==> src/rtl/mat_mult_pkg.sv <==
// Shared types and width helpers for the matrix-multiply controller and its index counter.
package mat_mult_pkg;

    typedef enum logic [2:0] {
        IDLE = 3'd0,
        RD   = 3'd1,
        WT   = 3'd2,
        MAC  = 3'd3,
        WB   = 3'd4,
        DONE = 3'd5
    } state_t;

    // Address width for a dimension; a dimension of 1 still gets a 1-bit bus.
    function automatic int addr_w(input int depth);
        return (depth > 1) ? $clog2(depth) : 1;
    endfunction

    // Accumulator width that holds K full-width products without overflow.
    function automatic int result_w(input int dw, input int k);
        return 2 * dw + $clog2(k);
    endfunction

endpackage

==> src/rtl/mat_mult_idx_counter.sv <==
// Nested i/j/k element counters; next values are exposed so the controller can register
// read addresses on the same edge the counters advance.
module mat_mult_idx_counter
    import mat_mult_pkg::*;
#(
    parameter int M = 4,
    parameter int K = 4,
    parameter int N = 4
) (
    input  logic                   clk,
    input  logic                   resetn,
    input  logic                   clear,
    input  logic                   inc_k,
    input  logic                   inc_ij,
    output logic [addr_w(M)-1:0]   i,
    output logic [addr_w(N)-1:0]   j,
    output logic [addr_w(M)-1:0]   i_nxt,
    output logic [addr_w(N)-1:0]   j_nxt,
    output logic [addr_w(K)-1:0]   k_nxt,
    output logic                   last_k,
    output logic                   last_elem
);

    localparam int IW = addr_w(M);
    localparam int KW = addr_w(K);
    localparam int JW = addr_w(N);

    logic [KW-1:0] k;
    logic          last_i;
    logic          last_j;

    assign last_i    = (i == IW'(M - 1));
    assign last_j    = (j == JW'(N - 1));
    assign last_k    = (k == KW'(K - 1));
    assign last_elem = last_i && last_j;

    always_comb begin
        i_nxt = i;
        j_nxt = j;
        k_nxt = k;
        if (clear) begin
            i_nxt = '0;
            j_nxt = '0;
            k_nxt = '0;
        end else begin
            if (inc_k) begin
                k_nxt = last_k ? '0 : k + KW'(1);
            end
            // Row-major walk: j is the fast index, i wraps back to 0 after the last row.
            if (inc_ij) begin
                if (!last_j) begin
                    j_nxt = j + JW'(1);
                end else begin
                    j_nxt = '0;
                    i_nxt = last_i ? '0 : i + IW'(1);
                end
            end
        end
    end

    always_ff @(posedge clk or negedge resetn) begin
        if (!resetn) begin
            i <= '0;
            j <= '0;
            k <= '0;
        end else begin
            i <= i_nxt;
            j <= j_nxt;
            k <= k_nxt;
        end
    end

endmodule

==> src/rtl/mat_mult_ctrl.sv <==
// Sequencer computing C = A x B from synchronous-read memories: per element, K rounds of
// read / wait / multiply-accumulate, then one C write strobe.
module mat_mult_ctrl
    import mat_mult_pkg::*;
#(
    parameter int M = 4,
    parameter int K = 4,
    parameter int N = 4,
    parameter int DATA_WIDTH_INIT_MATRIX   = 32,
    parameter int DATA_WIDTH_RESULT_MATRIX = result_w(DATA_WIDTH_INIT_MATRIX, K)
) (
    input  logic                                  clk,
    input  logic                                  resetn,
    input  logic                                  start,
    input  logic                                  abort,
    input  logic [DATA_WIDTH_INIT_MATRIX-1:0]     data_in_a,
    input  logic [DATA_WIDTH_INIT_MATRIX-1:0]     data_in_b,
    output logic                                  matrix_a_re,
    output logic [addr_w(M)-1:0]                  row_addr_a,
    output logic [addr_w(K)-1:0]                  col_addr_a,
    output logic                                  matrix_b_re,
    output logic [addr_w(K)-1:0]                  row_addr_b,
    output logic [addr_w(N)-1:0]                  col_addr_b,
    output logic                                  matrix_c_we,
    output logic [addr_w(M)-1:0]                  row_addr_c,
    output logic [addr_w(N)-1:0]                  col_addr_c,
    output logic [DATA_WIDTH_RESULT_MATRIX-1:0]   data_out_c,
    output logic [2*DATA_WIDTH_INIT_MATRIX-1:0]   product_reg,
    output logic                                  busy,
    output logic                                  done,
    output state_t                                state_dbg
);

    localparam int DW = DATA_WIDTH_INIT_MATRIX;
    localparam int RW = DATA_WIDTH_RESULT_MATRIX;
    localparam int PW = 2 * DW;
    localparam int IW = addr_w(M);
    localparam int KW = addr_w(K);
    localparam int JW = addr_w(N);

    typedef logic [DW-1:0] elem_t;
    typedef logic [RW-1:0] result_t;

    state_t        state;
    result_t       acc;
    result_t       acc_sum;
    logic          c_we_q;
    logic          cnt_clear;
    logic          inc_k;
    logic          inc_ij;
    logic [IW-1:0] i;
    logic [JW-1:0] j;
    logic [IW-1:0] i_nxt;
    logic [JW-1:0] j_nxt;
    logic [KW-1:0] k_nxt;
    logic          last_k;
    logic          last_elem;
    elem_t         a_word;
    elem_t         b_word;

    assign a_word    = data_in_a;
    assign b_word    = data_in_b;
    assign acc_sum   = acc + RW'(product_reg);
    assign state_dbg = state;

    assign cnt_clear = (state == IDLE) || abort;
    assign inc_k     = (state == MAC);
    assign inc_ij    = (state == WB);

    // An abort landing on a WB cycle must suppress that cycle's write, so the strobe is gated live.
    assign matrix_c_we = c_we_q && !abort;

    mat_mult_idx_counter #(
        .M (M),
        .K (K),
        .N (N)
    ) u_idx (
        .clk       (clk),
        .resetn    (resetn),
        .clear     (cnt_clear),
        .inc_k     (inc_k),
        .inc_ij    (inc_ij),
        .i         (i),
        .j         (j),
        .i_nxt     (i_nxt),
        .j_nxt     (j_nxt),
        .k_nxt     (k_nxt),
        .last_k    (last_k),
        .last_elem (last_elem)
    );

    always_ff @(posedge clk or negedge resetn) begin
        if (!resetn) begin
            state       <= IDLE;
            acc         <= '0;
            product_reg <= '0;
            matrix_a_re <= 1'b0;
            matrix_b_re <= 1'b0;
            c_we_q      <= 1'b0;
            row_addr_a  <= '0;
            col_addr_a  <= '0;
            row_addr_b  <= '0;
            col_addr_b  <= '0;
            row_addr_c  <= '0;
            col_addr_c  <= '0;
            data_out_c  <= '0;
            busy        <= 1'b0;
            done        <= 1'b0;
        end else begin
            matrix_a_re <= 1'b0;
            matrix_b_re <= 1'b0;
            c_we_q      <= 1'b0;
            done        <= 1'b0;
            if (abort && state != IDLE) begin
                state <= IDLE;
                acc   <= '0;
                busy  <= 1'b0;
            end else begin
                case (state)
                    IDLE: begin
                        if (start && !abort) begin
                            state       <= RD;
                            acc         <= '0;
                            busy        <= 1'b1;
                            matrix_a_re <= 1'b1;
                            matrix_b_re <= 1'b1;
                            row_addr_a  <= i_nxt;
                            col_addr_a  <= k_nxt;
                            row_addr_b  <= k_nxt;
                            col_addr_b  <= j_nxt;
                        end
                    end
                    RD: state <= WT;
                    WT: begin
                        product_reg <= PW'(a_word) * PW'(b_word);
                        state       <= MAC;
                    end
                    MAC: begin
                        acc <= acc_sum;
                        if (last_k) begin
                            state      <= WB;
                            c_we_q     <= 1'b1;
                            row_addr_c <= i;
                            col_addr_c <= j;
                            data_out_c <= acc_sum;
                        end else begin
                            state       <= RD;
                            matrix_a_re <= 1'b1;
                            matrix_b_re <= 1'b1;
                            row_addr_a  <= i_nxt;
                            col_addr_a  <= k_nxt;
                            row_addr_b  <= k_nxt;
                            col_addr_b  <= j_nxt;
                        end
                    end
                    WB: begin
                        acc <= '0;
                        if (last_elem) begin
                            state <= DONE;
                            busy  <= 1'b0;
                            done  <= 1'b1;
                        end else begin
                            state       <= RD;
                            matrix_a_re <= 1'b1;
                            matrix_b_re <= 1'b1;
                            row_addr_a  <= i_nxt;
                            col_addr_a  <= k_nxt;
                            row_addr_b  <= k_nxt;
                            col_addr_b  <= j_nxt;
                        end
                    end
                    DONE:    state <= IDLE;
                    default: state <= IDLE;
                endcase
            end
        end
    end

endmodule

==> config.mk <==
export PLATFORM = sky130hd
export DESIGN_NAME = mat_mult_ctrl
export DESIGN_NICKNAME = d
export VERILOG_FILES = /design/src/rtl/mat_mult_pkg.sv /design/src/rtl/mat_mult_idx_counter.sv /design/src/rtl/mat_mult_ctrl.sv
export SDC_FILE = /design/constraint.sdc
export NUM_CORES = 2
export LEC_CHECK = 0
export CORE_UTILIZATION = 45
export CTS_BUF_LIST = sky130_fd_sc_hd__clkbuf_8
export CTS_CLUSTER_SIZE = 20
export DETAILED_ROUTE_END_ITERATION = 8
export SYNTH_ARGS = -nofsm -noshare
export SYNTH_HDL_FRONTEND = slang
export SYNTH_SLANG_ARGS = --single-unit
==> constraint.sdc <==
create_clock -name clk -period 8.3 [get_ports clk]
set_clock_uncertainty 0.05 [all_clocks]
set_input_delay 1.245 -clock clk [delete_from_list [all_inputs] [get_ports clk]]
set_output_delay 1.245 -clock clk [all_outputs]
set_load 0.01 [all_outputs]
==> results by group <==
Logic synthesis
  • Area share of the largest cell type after synthesis: 39.83%
  • Netlist Area Pre-Place: 0.04508 mm²
  • Syn. warnings: 0
  • Synth Register Bits: 219
  • Unique masters post-synth: 78
  • Sequential fraction of the synthesis area: 12.16%
  • Cells after Synth: 4853
  • Syn Nets: 6148
  • EDFF count, synth: 0
  • Synth top cells by count: 897 x fa_1, 883 x inv_1, 640 x nand2_1, 569 x and2_1, 330 x ha_1
  • Avg Inst Size Synth: 9.290 µm²
  • Post-synth top area cell: fa_1
  • Async S/R FF share, synth: 100.0%
  • Main area contributors after synthesis: fa_1 40%, dfrtp_1 12%, ha_1 9.2%, and2_1 7.9%, inv_1 7.4%
  • Most frequent cell after synthesis: fa_1
  • Synth Flop Type: dfrtp_1

Clock network
  • Clk_lat worst skew: 0.64 ns
  • # H-tree levels: 1
  • CTS tree: done
  • Clock Tree Buf Depth: 3
  • CTS buffer count: 31
  • Clock Tree Root: clkbuf_8
  • Num Clock Sinks: between 200 and 250
  • Worst-path clk slew: 0.07 ns

Global routing
  • GR Util met2: 41.19%
  • Vias in the first global route: 35950
  • Tot GR Track Use: about a quarter
  • GR met1 Demand/Resource: a little over a third
  • GR peak layer: met2
  • GRT overflow: 0
  • Initial antenna violation count: 3
  • Largest net degree at the start of global routing: 100
  • First-pass GRT wire length: 201.8 mm
  • GRT met3 Usage: 2.353%

Worst setup path
  • Family with the most delay on the worst path: adder cells
  • Crit path DAT: 8.55 ns
  • Worst EP required: 8.75 ns
  • Crit path top cell by count: fa_1
  • Crit. End Element: register
  • Largest stage delay on the critical path: 0.57 ns
  • Worst Path Max Fanout: 11
  • Worst Setup Start Kind: primary input
  • Slowest-stage cell, CP: fa_1
  • Worst Setup Path Type: primary input to register
  • CP bufs+invs: 8

Final layout
  • Layout area overhead: 18.90%
  • Final core occ: 54.23%
  • Fin nets: 6543
  • Ratio of cells with drive above 1 in the final layout: 13.73%
  • Post-route insts no fill: 6561

STA
  • Final Hold Fails: 0
  • Pins Over Slew Limit: 0
  • Slew margin rel.: roughly 40%
  • Final worst setup slack: between 0.15 and 0.2 ns
  • Worst-Margin Slew: 0.8958 ns
  • # setup viols final: 0
  • Fmax: roughly 120 MHz
  • Tmin final: 8.105 ns
  • Period utilization: between 90% and 100%
  • Setup TNS: 0 ns

Floorplan
  • Die Span X: 318.5 µm
  • Die area: 0.1015 mm²
  • Num rows: between 100 and 150
  • Initial Utilization: 45.61%
  • Chip Height: 318.5 µm
  • Core ar.: 0.09885 mm²
  • I/O Pins: 218

Routing
  • DRT iter0 DRCs: approximately 1800
  • Vias per cell: 5.224
  • TritonRoute pass-1 iters: 7
  • Wirelength per Cell: around 19 µm
  • Via count: 34270
  • Final ANT Viol Nets: 0
  • WL final: 125.6 mm
  • # DRC: 0

Placement
  • Final RePlAce weighted congestion: 0.9359
  • Port-buffer cells: 217
  • Dpl cells: 6475
  • HPWL Detailed: between 100 and 150 mm
  • Pre-CTS setup slack: -0.8077 ns

Flow run
  • Max-cap violations: 0

Min path
  • Hold Path Class: register to register

Run status
  • Status: finished clean
==> tightest hold or removal path, stage by stage, from the launching register on <==
cell and delay (ns):
dfrtp_1 0.35, nand2_1 0.05, o21ai_0 0.06
==> layout make-up <==
type,instances,area [µm²]
flip-flops and latches,219,5480
repair buffers,655,6625
diodes,1,2.502
clock buffers,40,550.5
well taps,1287,1610
fillers,8968,45240
inverters,884,3318
multi-input cells,3457,35820
clock inverters,18,201.4
==> layout by cell type, fill, tap and decap left out, types with 13 or more instances in the layout <==
master             n
fa_1             875
dfrtp_1          219
o21bai_1          21
o21ai_0          130
mux2_2            71
a21o_1            89
and2_1           559
clkdlybuf4s50_1  192
xor2_1            45
inv_2             15
a21oi_1          128
a31oi_1           17
clkbuf_8          40
a22o_1            63
nand3_1           24
ha_1             308
dlymetal6s2s_1    22
nand4_1           38
a21oi_2           18
buf_4            319
ha_4              20
buf_12            69
nor2_1            79
xnor2_1           77
inv_1            873
nand2_1          633
nor2b_1           15
buf_6             43
fa_2              22
and3_1            13
==> layer usage <==
layer  wire, µm  vias up  share of wire, %
li1           -    15680                 -
met5         18        -             0.014
met3       6736      134               5.4
met2      59020      909                47
met4       2183        4               1.7
met1      57660    17550                46
==> final timing paths <==
check / startpoint / endpoint / slack [ns] / depth (start not counted)
min in group asynchronous: resetn / acc[55] / 0.59 / 1
setup / recovery: data_in_b[5] / product_reg[26] / 0.20 / 28
max in group asynchronous: resetn / product_reg[10] / 6.25 / 2
hold / removal: data_out_c[7] / data_out_c[7] / 0.44 / 2
hold reg to reg: data_out_c[7] / data_out_c[7] / 0.44 / 2
setup reg to reg: product_reg[28] / data_out_c[58] / 3.78 / 12
==> stage by stage <==
step | instance area (µm²) | hold WS (ns)
after floorplan | 45110 | 0.4038
after global placement | 51640 | 0.4191
after detailed placement | 51640 | 0.4258
after CTS | 52460 | 0.4403
after global routing | 53610 | 0.4705
final | 53610 | 0.4391
==> cell families after synthesis <==
group / synth area share [%]
simple gates: 16.02
fa+ha+maj: 48.99
buf+inv: 9.963
compound gates: 8.584
flops: 12.16
xor+xnor: 2.389
mux: 1.895
==> what timing repair did <==
| action | CTS | global route |
|---|---|---|
| setup buffers | 0 | 25 |
| pin swaps | 2 | 105 |
| endpoints found under the setup margin | 14 | 24 |
| gates resized for setup | 18 | 221 |
| cloned | 0 | 3 |
| hold endpoints to repair | 0 | 0 |
| hold buffers | 0 | 0 |
Power is not shown: default switching activity piles up to over one toggle a cycle in this logic, so the estimate is an artifact.
